File: src/rtl/rtc_time_setter_pkg.sv
// ============================================================================
// Module  : rtc_time_setter_pkg
// Brief   : Shared types, field limits and wrap helpers for the RTC time setter
// Revision: 1.0 - initial release
// ============================================================================
`default_nettype none

package rtc_time_setter_pkg;

    localparam int HH_W = 5;
    localparam int MM_W = 6;

    localparam logic [HH_W-1:0] HH_MAX = 5'd23;
    localparam logic [MM_W-1:0] MM_MAX = 6'd59;

    typedef enum logic [1:0] {
        ST_IDLE   = 2'd0,
        ST_SET_HH = 2'd1,
        ST_SET_MM = 2'd2,
        ST_COMMIT = 2'd3
    } state_t;

    function automatic logic [HH_W-1:0] hh_step(input logic [HH_W-1:0] v, input logic up);
        if (up)
            return (v >= HH_MAX) ? '0 : v + 1'b1;
        else
            return (v == '0) ? HH_MAX : v - 1'b1;
    endfunction

    function automatic logic [MM_W-1:0] mm_step(input logic [MM_W-1:0] v, input logic up);
        if (up)
            return (v >= MM_MAX) ? '0 : v + 1'b1;
        else
            return (v == '0) ? MM_MAX : v - 1'b1;
    endfunction

endpackage

`default_nettype wire

File: src/rtl/rtc_btn_conditioner.sv
// ============================================================================
// Module  : rtc_btn_conditioner
// Brief   : Synchronizer, debounce, press pulse and optional auto-repeat
// Revision: 1.0 - initial release
// ============================================================================
`default_nettype none

module rtc_btn_conditioner #(
    parameter int DEBOUNCE_CYCLES = 4,
    parameter int HOLD_CYCLES     = 16,
    parameter int REPEAT_CYCLES   = 4
) (
    input  logic clk,
    input  logic rst_n,
    input  logic btn_raw,
    input  logic repeat_en,
    output logic press_evt
);

    localparam int c_db_w  = $clog2(DEBOUNCE_CYCLES + 1);
    localparam int c_rep_m = (HOLD_CYCLES > REPEAT_CYCLES) ? HOLD_CYCLES : REPEAT_CYCLES;
    localparam int c_rep_w = $clog2(c_rep_m + 1);

    localparam logic [c_db_w-1:0]  c_db_last   = c_db_w'(DEBOUNCE_CYCLES - 1);
    localparam logic [c_rep_w-1:0] c_hold_last = c_rep_w'(HOLD_CYCLES - 1);
    localparam logic [c_rep_w-1:0] c_rep_last  = c_rep_w'(REPEAT_CYCLES - 1);

    logic               r_sync1;
    logic               r_sync2;
    logic               r_level;
    logic               r_level_q;
    logic               r_press;
    logic               r_rep;
    logic               r_repeating;
    logic [c_db_w-1:0]  r_db_cnt;
    logic [c_rep_w-1:0] r_rep_cnt;

    always_ff @(posedge clk or negedge rst_n) begin
        if (!rst_n) begin
            r_sync1     <= 1'b0;
            r_sync2     <= 1'b0;
            r_level     <= 1'b0;
            r_level_q   <= 1'b0;
            r_press     <= 1'b0;
            r_rep       <= 1'b0;
            r_repeating <= 1'b0;
            r_db_cnt    <= '0;
            r_rep_cnt   <= '0;
        end else begin
            r_sync1 <= btn_raw;
            r_sync2 <= r_sync1;

            // Accepted level flips only after a full run of differing samples
            if (r_sync2 != r_level) begin
                if (r_db_cnt == c_db_last) begin
                    r_level  <= r_sync2;
                    r_db_cnt <= '0;
                end else begin
                    r_db_cnt <= r_db_cnt + 1'b1;
                end
            end else begin
                r_db_cnt <= '0;
            end

            r_level_q <= r_level;
            r_press   <= r_level & ~r_level_q;
            r_rep     <= 1'b0;

            // Repeat timer restarts on the press edge, first gap HOLD then REPEAT
            if (!(r_level && repeat_en) || !r_level_q) begin
                r_rep_cnt   <= '0;
                r_repeating <= 1'b0;
            end else if ((!r_repeating && r_rep_cnt == c_hold_last) ||
                         ( r_repeating && r_rep_cnt == c_rep_last)) begin
                r_rep       <= 1'b1;
                r_rep_cnt   <= '0;
                r_repeating <= 1'b1;
            end else begin
                r_rep_cnt <= r_rep_cnt + 1'b1;
            end
        end
    end

    assign press_evt = r_press | r_rep;

endmodule

`default_nettype wire

File: src/rtl/rtc_time_setter.sv
// ============================================================================
// Module  : rtc_time_setter
// Brief   : Push-button hour/minute edit session producing an RTC time load
// Revision: 1.0 - initial release
// ============================================================================
`default_nettype none

module rtc_time_setter
    import rtc_time_setter_pkg::*;
#(
    parameter int DEBOUNCE_CYCLES = 4,
    parameter int HOLD_CYCLES     = 16,
    parameter int REPEAT_CYCLES   = 4,
    parameter int TIMEOUT_CYCLES  = 1024
) (
    input  logic            clk,
    input  logic            rst_n,
    input  logic            btn_mode,
    input  logic            btn_inc,
    input  logic            btn_dec,
    input  logic [HH_W-1:0] cur_hh,
    input  logic [MM_W-1:0] cur_mm,
    output logic [HH_W-1:0] initial_time_hh,
    output logic [MM_W-1:0] initial_time_mm,
    output logic            initial_time_valid,
    output logic            set_active,
    output logic            set_field,
    output logic [HH_W-1:0] disp_hh,
    output logic [MM_W-1:0] disp_mm
);

    localparam int c_to_w = $clog2(TIMEOUT_CYCLES + 1);
    localparam logic [c_to_w-1:0] c_to_last = c_to_w'(TIMEOUT_CYCLES - 1);

    logic w_mode_evt;
    logic w_inc_evt;
    logic w_dec_evt;

    rtc_btn_conditioner #(
        .DEBOUNCE_CYCLES(DEBOUNCE_CYCLES),
        .HOLD_CYCLES    (HOLD_CYCLES),
        .REPEAT_CYCLES  (REPEAT_CYCLES)
    ) u_btn_mode (
        .clk      (clk),
        .rst_n    (rst_n),
        .btn_raw  (btn_mode),
        .repeat_en(1'b0),
        .press_evt(w_mode_evt)
    );

    rtc_btn_conditioner #(
        .DEBOUNCE_CYCLES(DEBOUNCE_CYCLES),
        .HOLD_CYCLES    (HOLD_CYCLES),
        .REPEAT_CYCLES  (REPEAT_CYCLES)
    ) u_btn_inc (
        .clk      (clk),
        .rst_n    (rst_n),
        .btn_raw  (btn_inc),
        .repeat_en(1'b1),
        .press_evt(w_inc_evt)
    );

    rtc_btn_conditioner #(
        .DEBOUNCE_CYCLES(DEBOUNCE_CYCLES),
        .HOLD_CYCLES    (HOLD_CYCLES),
        .REPEAT_CYCLES  (REPEAT_CYCLES)
    ) u_btn_dec (
        .clk      (clk),
        .rst_n    (rst_n),
        .btn_raw  (btn_dec),
        .repeat_en(1'b1),
        .press_evt(w_dec_evt)
    );

    state_t            r_state;
    logic [HH_W-1:0]   r_edit_hh;
    logic [MM_W-1:0]   r_edit_mm;
    logic [c_to_w-1:0] r_to_cnt;
    logic [HH_W-1:0]   r_init_hh;
    logic [MM_W-1:0]   r_init_mm;
    logic              r_valid;
    logic              r_set_active;
    logic              r_set_field;
    logic [HH_W-1:0]   r_disp_hh;
    logic [MM_W-1:0]   r_disp_mm;

    state_t          w_state_nxt;
    logic [HH_W-1:0] w_hh_nxt;
    logic [MM_W-1:0] w_mm_nxt;
    logic            w_any_evt;
    logic            w_step;
    logic            w_up;
    logic            w_timeout;
    logic            w_active_nxt;

    always_comb begin
        w_state_nxt = r_state;
        w_hh_nxt    = r_edit_hh;
        w_mm_nxt    = r_edit_mm;
        w_any_evt   = w_mode_evt | w_inc_evt | w_dec_evt;
        // Mode wins over inc/dec; inc together with dec cancels out
        w_step      = ~w_mode_evt & (w_inc_evt ^ w_dec_evt);
        w_up        = w_inc_evt;
        w_timeout   = (r_to_cnt == c_to_last) & ~w_any_evt;

        case (r_state)
            ST_IDLE: begin
                if (w_mode_evt) begin
                    w_state_nxt = ST_SET_HH;
                    w_hh_nxt    = (cur_hh > HH_MAX) ? '0 : cur_hh;
                    w_mm_nxt    = (cur_mm > MM_MAX) ? '0 : cur_mm;
                end
            end
            ST_SET_HH: begin
                if (w_mode_evt)
                    w_state_nxt = ST_SET_MM;
                else if (w_timeout)
                    w_state_nxt = ST_IDLE;
                else if (w_step)
                    w_hh_nxt = hh_step(r_edit_hh, w_up);
            end
            ST_SET_MM: begin
                if (w_mode_evt)
                    w_state_nxt = ST_COMMIT;
                else if (w_timeout)
                    w_state_nxt = ST_IDLE;
                else if (w_step)
                    w_mm_nxt = mm_step(r_edit_mm, w_up);
            end
            ST_COMMIT: w_state_nxt = ST_IDLE;
            default:   w_state_nxt = ST_IDLE;
        endcase

        w_active_nxt = (w_state_nxt == ST_SET_HH) || (w_state_nxt == ST_SET_MM);
    end

    always_ff @(posedge clk or negedge rst_n) begin
        if (!rst_n) begin
            r_state      <= ST_IDLE;
            r_edit_hh    <= '0;
            r_edit_mm    <= '0;
            r_to_cnt     <= '0;
            r_init_hh    <= '0;
            r_init_mm    <= '0;
            r_valid      <= 1'b0;
            r_set_active <= 1'b0;
            r_set_field  <= 1'b0;
            r_disp_hh    <= '0;
            r_disp_mm    <= '0;
        end else begin
            r_state   <= w_state_nxt;
            r_edit_hh <= w_hh_nxt;
            r_edit_mm <= w_mm_nxt;

            if (w_any_evt || !w_active_nxt)
                r_to_cnt <= '0;
            else
                r_to_cnt <= r_to_cnt + 1'b1;

            r_valid <= (r_state == ST_COMMIT);
            if (r_state == ST_COMMIT) begin
                r_init_hh <= r_edit_hh;
                r_init_mm <= r_edit_mm;
            end

            r_set_active <= w_active_nxt;
            r_set_field  <= (w_state_nxt == ST_SET_MM);
            r_disp_hh    <= w_active_nxt ? w_hh_nxt : cur_hh;
            r_disp_mm    <= w_active_nxt ? w_mm_nxt : cur_mm;
        end
    end

    assign initial_time_hh    = r_init_hh;
    assign initial_time_mm    = r_init_mm;
    assign initial_time_valid = r_valid;
    assign set_active         = r_set_active;
    assign set_field          = r_set_field;
    assign disp_hh            = r_disp_hh;
    assign disp_mm            = r_disp_mm;

endmodule

`default_nettype wire

File: config.mk
export PLATFORM = sky130hd
export DESIGN_NAME = rtc_time_setter
export DESIGN_NICKNAME = d
export VERILOG_FILES = /design/src/rtl/rtc_time_setter_pkg.sv /design/src/rtl/rtc_btn_conditioner.sv /design/src/rtl/rtc_time_setter.sv
export SDC_FILE = /design/constraint.sdc
export NUM_CORES = 1
export LEC_CHECK = 0
export CORE_AREA = 2 2 94 96
export CTS_CLUSTER_DIAMETER = 100
export DETAILED_ROUTE_END_ITERATION = 12
export DIE_AREA = 0 0 96 98
export DONT_BUFFER_PORTS = 1
export PLACE_DENSITY = 0.74
export SYNTH_ARGS = -nofsm -noshare
export SYNTH_HDL_FRONTEND = slang
export SYNTH_HIERARCHICAL = 1
export SYNTH_SLANG_ARGS = --single-unit
File: constraint.sdc
create_clock -name clk -period 3.7 [get_ports clk]
set_clock_uncertainty 0.1 [all_clocks]
set_input_delay 0.74 -clock clk [delete_from_list [all_inputs] [get_ports clk]]
set_output_delay 0.74 -clock clk [all_outputs]
set_load 0.05 [all_outputs]
---- After elaboration in Yosys (flattened, before gate mapping) ----
Cells that the tools add are included.
operators by class
  add/subtract/negate cells ............... 10
  magnitude comparators ................... 4
  equal/unequal tests ..................... 16
  multiplexer cells ....................... 44
  bitwise logic cells ..................... 15
  reductions and logical operators ........ 25
operators by type and width
  kind                                             count
  two-way mux 5 bit                                13
  two-way mux 6 bit                                9
  two-way mux 3 bit                                6
  adder 5 x 1 -> 5 bit, second input constant      3
  case mux 6 bit (2 select lines)                  1
  adder 11 x 1 -> 11 bit, second input constant    1
  == test 11 x 10 -> 1 bit, second input constant  1
  two-way mux 11 bit                               1
  == test 5 x 2 -> 1 bit, second input constant    2
  == test 5 x 4 -> 1 bit, second input constant    2
  case mux 5 bit (2 select lines)                  1
  adder 3 x 1 -> 3 bit, second input constant      3
  == test 3 x 2 -> 1 bit, second input constant    3
  two-way mux 1 bit                                8
  two-way mux 2 bit                                4
  case mux 2 bit (4 select lines)                  1
  logical NOT 1 bit                                7
  adder 6 x 1 -> 6 bit, second input constant      1
  == test 2 bit, second input constant             3
  >= comparator 6 bit, second input constant       1
  > comparator 6 bit, second input constant        1
  logical NOT 6 bit                                1
  logical OR 1 bit                                 6
  AND reduction 2 bit                              3
  14 further kinds                                 32
word-level totals
  register bits after elaboration ......... 87
  input bits .............................. 16

---- Longest topological paths before layout ----
Gate-level depths: netlist of run 1.
  depth after elaboration ................. 13
  gate-level depth with buffers ........... 12
  mapped depth without buffers ............ 11

---- By module ----
The synthesis of run 1 kept the hierarchy.
modules (own cells, without submodules)
  module               times used  cells an instance  area an instance (um^2)  seq. area each (um^2)
  rtc_time_setter      1           291                2,792.7                  1,226.2
  rtc_btn_conditioner  3           45                 576.8                    375.4

---- Worst setup path before layout of run 1 ----
No wires, ideal clock.
  path type ............................... reg-to-reg
  start point ............................. reg u_btn_mode/r_rep (netlist name)
  end point ............................... reg r_disp_mm[3] (netlist: disp_mm[3])
  setup time .............................. 0.126 ns
  arrival time ............................ 2.688 ns
  required time ........................... 3.474 ns
  path slack .............................. 0.785 ns
  stages on the path, launching flop included .. 11
  path buffers ............................ 3
  path through ............................ dfrtp_1 or2_2 buf_4 or3_1 nor3_1 o31a_1 ha_1 clkbuf_1 or2_1 buf_4 a221o_1
RTL lines
  element                 line                    text
  end signal: assignment  rtc_time_setter.sv:169  r_disp_mm <= w_active_nxt ? w_mm_nxt : cur_mm;
  end: declaration        rtc_time_setter.sv:85   logic [MM_W-1:0] r_disp_mm;

---- Worst setup path in the final report of run 1 ----
  start point ............................. reg u_btn_inc.r_press
  end point ............................... reg r_disp_hh[2] (netlist: disp_hh[2])
between the ends
  word-level cells in the longest chain between the ends .. 11
ends and longest elaborated chain
  element                                                  line                                            text
  start: declaration                                       rtc_btn_conditioner.sv:32                       logic r_press;
  start signal: assignment                                 rtc_btn_conditioner.sv:66                       r_press <= r_level & ~r_level_q;
  bitwise OR 1 bit (*)                                     rtc_btn_conditioner.sv:84                       assign press_evt = r_press | r_rep;
  net w_inc_evt                                            rtc_time_setter.sv:36                           logic w_inc_evt;
  bitwise OR 1 bit (*) (2 in a row)                        rtc_time_setter.sv:100                          w_any_evt = w_mode_evt | w_inc_evt | w_dec_evt;
  inverter 1 bit (*)                                       rtc_time_setter.sv:104                          w_timeout = (r_to_cnt == c_to_last) & ~w_any_evt;
  bitwise AND 1 bit (*)                                    rtc_time_setter.sv:104
  two-way mux 2 bit (*)                                    rtc_time_setter.sv:117, rtc_time_setter.sv:125
  two-way mux 2 bit, on equally long branches              rtc_time_setter.sv:123, rtc_time_setter.sv:115
  case mux 2 bit (4 select lines) (*)                      rtc_time_setter.sv:106                          case (r_state)
  net w_state_nxt[1]                                       rtc_time_setter.sv:87                           state_t w_state_nxt;
  == test 2 x 1 -> 1 bit or == test 2 bit (tied branches)  rtc_time_setter.sv:134                          w_active_nxt = (w_state_nxt == ST_SET_HH) || (w_state_nxt == ST_SET_MM);
  logical OR 1 bit (*)                                     rtc_time_setter.sv:134
  net w_active_nxt                                         rtc_time_setter.sv:94                           logic w_active_nxt;
  two-way mux 5 bit (*)                                    rtc_time_setter.sv:168                          r_disp_hh <= w_active_nxt ? w_hh_nxt : cur_hh;
  end signal: assignment                                   rtc_time_setter.sv:168
  end: declaration                                         rtc_time_setter.sv:84                           logic [HH_W-1:0] r_disp_hh;
The timed path passes the listed nets; every way through them passes the cells marked *.
A chain may end at the register's enable or synchronous reset.

==> results.cfg, run 1 <==
[status]
status = finished, final reports clean

[placed_design]
io_buffers = 0
place_congestion = 0.855
hpwl_mm = 5.81
dp.cells = 518
place_ws_ns = 0.550
place_area_um2 = 4580

[drt]
vias = 3063
viasPerCell = 5.73
drt_iter0_drc = 148
drtAntennaViolNets = 0
drcViolationCount = 0
detail_route.wl_per_cell_um = 15.4
wirelength_mm = 8.22
drtPass1Iterations = 4

[yosys]
yosysTopAreaCellShare_pct = 52.0
ys_types = 62
syn_area_per_cell_um2 = 10.6
synth_edf_count = 0
ys_seq_area_share_pct = 52.0
synth_cells = 426
yosysMostFrequentCell = dfrtp_1
synth_seq_cells = 94
netlist_area_um2 = 4520
ys_async_sr_fraction_pct = 100
synth_common_cells = 94 x dfrtp_1, 50 x nor2_1, 28 x nand2_1
yosys.area.top_type = dfrtp_1
synthTopCellsByArea = dfrtp_1 52%, ha_1 4.4%, nor2_1 4.1%, mux2_2 3.0%, nand2_1 2.3%
synth-main-ff-cell = dfrtp_1
yosys_warnings = 6

[flow_run]
cap_viol_max_count = 0

[worst_setup_path]
critPathTopFamily = simple AND/OR/NAND/NOR gates
reg2reg_from = u_btn_inc/r_press
path_cells = or2_2 -> or3_1 -> nor3_1 -> nor2_1 -> ha_1 -> inv_1 -> nand2_1 -> nor2_1 -> o21ai_0 -> o311ai_0
worstPathRequired_ns = 3.84
cp_slowest_stage_delay_ns = 0.51
r2r_setup_slack_ns = 0.54
cp.depth = 10
critical_path_arrival_ns = 3.30
r2r_end = disp_hh[2]
critPathBufInv = 1
critPathKind = reg2reg
start_kind = flip-flop
critical_path_peak_fanout = 21
endpoint_kind = flip-flop
crit_start = u_btn_inc/r_press
cp_slowest_cell = ha_1
cpMostUsedCell = nor2_1
crit_path_end = disp_hh[2]
r2r_cells = 10

[sta]
final.setup.worst_slack_ns = 0.537
setup_tns_ns = 0
worst_slew_pin_slew_ns = 0.519
max_freq_mhz = 316
fin_crit_ns = 3.16
final_max_slew_viol_count = 0
setup_viol = 0
finalHoldViolations = 0
slew-limit-headroom_pct = 65.3
timing.final.crit_share_pct = 85.5
rsz0062_at_grt = no

[layout]
design_area_um2 = 4800
insertedDiodeCount = 0
nets = 454
syn2layout_area_growth_pct = 6.03
fill_cells = 743
layout-drive-gt1-share_pct = 11.0
final-instance-count-excl-fill = 535

[pwr]
powerDensity_nw_per_um2 = 871
p_leak_nw = 2.12
vdd_drop_max_uv = 292
power_w = 0.00418

[grt]
grt_first_pass_wirelength_mm = 14.1
grt-ovfl-total = 0
antenna_found_initial = 0
grt_pass1_vias = 3054
track_usage_pct = 19.1
grt_max_degree = 95

[clock_network]
clkSinkCount = 94
worstSkewPairLatency_ns = 0.37
htree_num_levels = 3
cts_resized = 0
path_clk_slew_ns = 0.09
cts-root-buf = clkbuf_8
numCtsBuffers = 9
cts_setup_buffers = 0
cts_tree = done
clockBufferDepth = 2
cts_hold_buffers = 1

[floorplanning]
core_area_um2 = 8470
ioPinCount = 41
dieArea_um2 = 9410
fp.dieH_um = 98
die_x_um = 96
row_count = 34
start_util_pct = 53.4

[hold_path]
holdCritPathClass = in2async
-- where the power goes --
group          switching (W)  internal [W]  leakage [nW]  total (W)
clock network       0.000342      0.000332        0.0976   0.000674
registers           0.000705       0.00130          1.23    0.00200
logic               0.000874      0.000628         0.796    0.00150
total                0.00192       0.00226          2.12    0.00418
-- cell families after synthesis --
family | share of synthesized area, %
and+or+nand+nor | 18.2
xor gates and xnor gates | 5.01
adders and majority gates | 4.43
muxes | 3.21
buffers and inverters | 3.40
DFF | 52.0
AOI/OAI and AO/OA | 13.6
other | 0.166
-- worst register-to-register path, cell delays in order, from the launching register on --
cell,delay [ns]
dfrtp_1,0.38
or2_2,0.47
or3_1,0.45
nor3_1,0.28
nor2_1,0.12
ha_1,0.51
inv_1,0.21
nand2_1,0.17
nor2_1,0.06
o21ai_0,0.14
o311ai_0,0.14
-- flip-flops by register name, summed over array words and instances (netlist names), 2 cells and up --
register              cells
u_btn_dec/r_db_cnt        3
initial_time_hh           5
u_btn_inc/r_db_cnt        3
u_btn_inc/r_rep_cnt       5
r_edit_mm                 6
disp_hh                   5
r_to_cnt                 11
r_state                   2
u_btn_mode/r_db_cnt       3
r_edit_hh                 5
u_btn_mode/r_rep_cnt      5
disp_mm                   6
initial_time_mm           6
u_btn_dec/r_rep_cnt       5
-- per-stage QoR --
stage / util, % / hold WS [ns]
5_1_grt: 56.7 / 0.172
6_report: 56.7 / 0.136
3_3_place_gp: 54.0 / 0.233
2_1_floorplan: - / 0.231
4_1_cts: 56.7 / 0.189
3_5_place_dp: 54.0 / 0.236
-- worst min-delay path by stage --
stage	startpoint	end
3_5_place_dp	u_btn_dec/r_sync1	u_btn_dec/r_sync2
5_1_grt	rst_n	initial_time_hh[2]
6_report	rst_n	initial_time_hh[4]
3_3_place_gp	u_btn_dec/r_sync1	u_btn_dec/r_sync2
4_1_cts	rst_n	initial_time_hh[4]
2_1_floorplan	u_btn_dec/r_sync1	u_btn_dec/r_sync2
-- cell type report --
type / instances / area [µm²] / share of cell area, %
Sequential cell: 94 / 2350 / 49.0
Clock buffer: 13 / 149 / 3.10
Multi-Input combinational cell: 298 / 2020 / 42.1
Timing Repair Buffer: 1 / 27.5 / 0.574
Inverter: 18 / 67.6 / 1.41
Clock inverter: 3 / 43.8 / 0.913
Tap cell: 108 / 135 / 2.82
-- routing by layer --
metal | up-vias | track usage (%) | wire (µm)
li1 | 1482 | - | -
met1 | 1518 | 24.3 | 3560
met2 | 54 | 31.6 | 4210
met3 | 9 | 5.17 | 349
met4 | 0 | 6.04 | 94
met5 | - | 0 | 0
-- cells in the final DEF (no fill, tap or decap), types with 3 or more instances in the layout --
master    netlist  final
ha_1           16     16
clkbuf_1        5      3
nor2_1         50     50
clkbuf_8        0     10
nand3_1        10     10
conb_1          2      3
nand3_2         3      3
dfrtp_1        94     94
nor4_1          3      3
nor3_1         10     10
o22ai_1         3      3
a221o_1         6      6
a21oi_1        14     14
and3_1          8      8
mux2_2         12     12
or2_2           5      5
xnor2_1        12     12
nor4b_1         5      5
o211ai_1        4      4
nor2b_1        14     14
o21ai_0        15     15
a211o_2         3      3
a22oi_1         5      5
a31oi_1         4      4
inv_1          18     18
nor3b_1         6      6
a211oi_1        3      3
xor2_1         12     12
o31ai_1         5      5
nand2_1        28     28
No activity file was read; power rests on OpenSTA's default activity.
==> run 2, diff against run 1 <==
--- a/config.mk
+++ b/config.mk
@@ -9,2 +9,3 @@
 export CTS_CLUSTER_DIAMETER = 100
+export CTS_CLUSTER_SIZE = 14
 export DETAILED_ROUTE_END_ITERATION = 12
@@ -13,2 +14,3 @@
 export PLACE_DENSITY = 0.74
+export REMOVE_ABC_BUFFERS = 1
 export SYNTH_ARGS = -nofsm -noshare
==> constraint.sdc (replaced) <==
create_clock -name clk -period 3.7 [get_ports clk]
set_clock_uncertainty 0.1 [all_clocks]
set_input_delay 1.11 -clock clk [delete_from_list [all_inputs] [get_ports clk]]
set_output_delay 1.11 -clock clk [all_outputs]
set_load 0.05 [all_outputs]
==> results.cfg, run 2 (same netlist as run 1, synthesis figures left out) <==
[status]
status = finished, final reports clean

[clock_network]
cts-root-buf = clkbuf_8
cts_tree = done
cts_setup_buffers = 0
cts_hold_buffers = 0
clockBufferDepth = 2
numCtsBuffers = 9
cts_resized = 0
worstSkewPairLatency_ns = 0.36
path_clk_slew_ns = 0.09
htree_num_levels = 3
clkSinkCount = 94

[drt]
viasPerCell = 5.68
detail_route.wl_per_cell_um = 14.7
drtAntennaViolNets = 0
wirelength_mm = 7.85
vias = 3035
drcViolationCount = 0
drtPass1Iterations = 4
drt_iter0_drc = 130

[placed_design]
place_congestion = 0.924
dp.cells = 518
io_buffers = 0
hpwl_mm = 5.47

[layout]
nets = 453
utilization_pct = 56.9
mostFrequentLayoutCells = 94 x dfrtp_1, 50 x nor2_1, 28 x nand2_1, 18 x inv_1, 16 x ha_1
insertedDiodeCount = 0
final-instance-count-excl-fill = 534
syn2layout_area_growth_pct = 6.50
regArea_um2 = 2350
largest-register = r_to_cnt
final_common_cell = dfrtp_1
multi_input_area_um2 = 2020
fill_cells = 707
largest_reg_flops = 11
layout-drive-gt1-share_pct = 11.5

[sta]
rsz0062_at_grt = no
max_freq_mhz = 319
worst_slew_pin_slew_ns = 0.519
setup_viol = 0
fin_crit_ns = 3.14
slew-limit-headroom_pct = 65.3
timing.final.crit_share_pct = 84.9
final_max_slew_viol_count = 0
setup_tns_ns = 0
finalHoldViolations = 0

[worst_setup_path]
critPathKind = reg2reg
cp_slowest_stage_delay_ns = 0.50
critical_path_arrival_ns = 3.26
r2r_setup_slack_ns = 0.56
start_kind = flip-flop
critical_path_peak_fanout = 21
cpMostUsedCell = nor2_1
worstPathRequired_ns = 3.82
endpoint_kind = flip-flop
path_cells = or2_2 -> or3_1 -> nor3_1 -> nor2_1 -> ha_1 -> inv_1 -> nand2_1 -> nor2_1 -> o21ai_0 -> o311ai_0
cp_slowest_cell = ha_1

[grt]
busiest_layer = met2
grt-ovfl-total = 0
grt_first_pass_wirelength_mm = 13.4
track_usage_pct = 18.0
use_met1_pct = 23.0
grt_max_degree = 95
grt_use_met2_pct = 29.3
grt_pass1_vias = 2959
antenna_found_initial = 0
use_met3_pct = 3.47

[pwr]
vdd_drop_max_uv = 343
p_leak_nw = 2.13
powerDensity_nw_per_um2 = 885

[floorplanning]
core_area_um2 = 8470
dieArea_um2 = 9410
die_x_um = 96
fp.dieH_um = 98
row_count = 34
ioPinCount = 41
start_util_pct = 53.4

[flow_run]
cap_viol_max_count = 0

[hold_path]
holdCritPathClass = reg2reg
[run 2: final timing paths]
kind	startpoint	to	cells after the start
min in group asynchronous	rst_n	initial_time_hh[1]	0
max in group asynchronous	rst_n	u_btn_dec/r_sync1	0
hold reg to reg	u_btn_mode/r_sync1	u_btn_mode/r_sync2	0
setup reg to reg	u_btn_inc/r_rep	disp_hh[2]	10
setup / recovery	u_btn_inc/r_rep	disp_hh[2]	10
hold / removal	u_btn_mode/r_sync1	u_btn_mode/r_sync2	0
[run 2: final cells by class]
class | instances | share of cell area, %
clock buffer | 12 | 3.43
tap | 108 | 2.81
clock inverter | 4 | 1.58
sequential | 94 | 48.8
inverter | 18 | 1.40
multi-input combinational | 298 | 41.9
[run 2: through the flow]
step	hold slack (ns)	setup WS, ns	cell area, µm²	power (W)
final	0.253	0.560	4820	0.00426
after global routing	0.273	0.296	4820	0.00457
after CTS	0.257	0.520	4820	0.00429
after detailed placement	0.237	0.554	4580	0.00349
after global placement	0.232	0.699	4580	0.00344
after floorplan	0.231	0.933	4440	0.00313
[run 2: critical path, delay by kind of cell (launching register included)]
kind / cells / cell delay, ns
and+or+nand+nor: 6 / 1.53
buffers and inverters: 1 / 0.22
AOI/OAI and AO/OA: 2 / 0.29
adders and majority gates: 1 / 0.50
DFF: 1 / 0.36
[run 2: metal layers]
layer  wire, µm  part of all wire (%)
met5          0                     0
met4        177                   2.3
met3        314                   4.0
met2       3950                    50
met1       3420                    43
[run 2: where the power goes]
part	switching [W]	internal [W]	total, W
clock network	0.000349	0.000439	0.000787
logic	0.000855	0.000624	0.00148
registers	0.000697	0.00130	0.00200
total	0.00190	0.00236	0.00426
==> run 3, diff against run 2 <==
Clock period 3.7 ns to 3.22 ns, I/O delays scaled along.
==> results.cfg, run 3 (same netlist as run 1, synthesis figures left out) <==
[status]
status = finished, final reports clean

[floorplanning]
ioPinCount = 41
core_area_um2 = 8470
fp.dieH_um = 98
dieArea_um2 = 9410
start_util_pct = 53.4
row_count = 34
die_x_um = 96

[sta]
worst_slew_pin_slew_ns = 0.527
rsz0062_at_grt = no
setup_tns_ns = 0
setup_viol = 0
finalHoldViolations = 0
max_freq_mhz = 340
fin_crit_ns = 2.94
whs_ns = 0.197
final.setup.worst_slack_ns = 0.281
slew-limit-headroom_pct = 64.8
final_max_slew_viol_count = 0
timing.final.crit_share_pct = 91.3

[layout]
design_area_um2 = 4800
nets = 454
final-instance-count-excl-fill = 535
mostFrequentLayoutCells = 94 x dfrtp_1, 50 x nor2_1, 28 x nand2_1, 18 x inv_1
fill_cells = 723
layout-drive-gt1-share_pct = 11.5
largest-register = r_to_cnt
final_common_cell = dfrtp_1
insertedDiodeCount = 0
largest_reg_flops = 11
syn2layout_area_growth_pct = 6.06

[worst_setup_path]
critPathKind = reg2reg
critPathBufInv = 1
r2r_cells = 10
critical_path_arrival_ns = 3.04
endpoint_kind = flip-flop
cp_slowest_cell = ha_2
worstPathRequired_ns = 3.32
cpMostUsedCell = nor2_1
cp_slowest_stage_delay_ns = 0.45
critical_path_peak_fanout = 14
path_cells = or2_2 -> or3_1 -> nor3_1 -> nor2_1 -> ha_2 -> inv_1 -> nand2_1 -> nor2_1 -> o21ai_0 -> o311ai_0
start_kind = flip-flop
r2r_end = disp_hh[2]
reg2reg_from = u_btn_mode/r_rep
critPathTopFamily = simple AND/OR/NAND/NOR gates
r2r_setup_slack_ns = 0.28

[clock_network]
clockBufferDepth = 2
numCtsBuffers = 9
htree_num_levels = 3
cts_tree = done
path_clk_slew_ns = 0.09
clkSinkCount = 94
worstSkewPairLatency_ns = 0.35
cts-root-buf = clkbuf_8

[placed_design]
io_buffers = 0
place_area_um2 = 4580
dp.cells = 519
place_congestion = 0.898
place_ws_ns = 0.224
hpwl_mm = 5.73

[grt]
grt_max_degree = 95
grt_first_pass_wirelength_mm = 13.5
grt_pass1_vias = 3070
antenna_found_initial = 0
track_usage_pct = 18.1
grt-ovfl-total = 0

[drt]
viasPerCell = 5.80
drtAntennaViolNets = 0
detail_route.wl_per_cell_um = 15.1
drt_iter0_drc = 175
drcViolationCount = 0
vias = 3101
wirelength_mm = 8.08
drtPass1Iterations = 5

[hold_path]
holdCritPathClass = in2async

[flow_run]
cap_viol_max_count = 0

[pwr]
vdd_drop_max_uv = 351
powerDensity_nw_per_um2 = 1010
p_leak_nw = 2.12
[run 3: per-layer routing]
layer  up-vias  GRT usage, %  share of wire, %
li1       1481             -                 -
met1      1519          22.6                43
met2        79          30.4                51
met3        22          3.09               4.3
met4         0          7.69               2.3
met5         -             0                 0
[run 3: how the worst max path moves through the flow]
stage	from	end	cells after the start
3_5_place_dp	u_btn_mode/r_rep	disp_hh[2]	10
4_1_cts	u_btn_mode/r_rep	disp_hh[2]	10
6_report	u_btn_mode/r_rep	disp_hh[2]	10
3_3_place_gp	u_btn_mode/r_rep	disp_mm[3]	8
2_1_floorplan	u_btn_inc/r_rep	disp_mm[5]	7
5_1_grt	u_btn_mode/r_rep	disp_hh[2]	10
[run 3: through the flow]
| stage | power (W) | utilization [%] |
|---|---|---|
| 2_1_floorplan | 0.00359 | - |
| 3_3_place_gp | 0.00397 | 54.1 |
| 3_5_place_dp | 0.00403 | 54.1 |
| 4_1_cts | 0.00485 | 56.6 |
| 5_1_grt | 0.00515 | 56.7 |
| 6_report | 0.00483 | 56.7 |
[run 3: timing repair]
| item | 4_1_cts | 5_1_grt |
|---|---|---|
| endpoints found under the setup margin | 0 | 1 |
| setup buffers | 0 | 0 |
| hold buffers | 0 | 0 |
| gates resized for setup | 0 | 1 |
[run 3: power breakdown]
part           leakage, nW  internal (W)  total, W  switching [W]
logic                0.786      0.000732   0.00172       0.000992
registers             1.23       0.00149   0.00230       0.000803
clock network        0.107      0.000425  0.000809       0.000383
total                 2.12       0.00265   0.00483        0.00218
[run 3: layout make-up]
class / count / area, µm² / area share (%)
inverters: 18 / 67.6 / 1.41
clock inverters: 2 / 38.8 / 0.809
multi-input cells: 298 / 2020 / 42.2
repair buffers: 1 / 7.51 / 0.156
flip-flops and latches: 94 / 2350 / 49.0
well taps: 108 / 135 / 2.82
clock buffers: 14 / 173 / 3.60
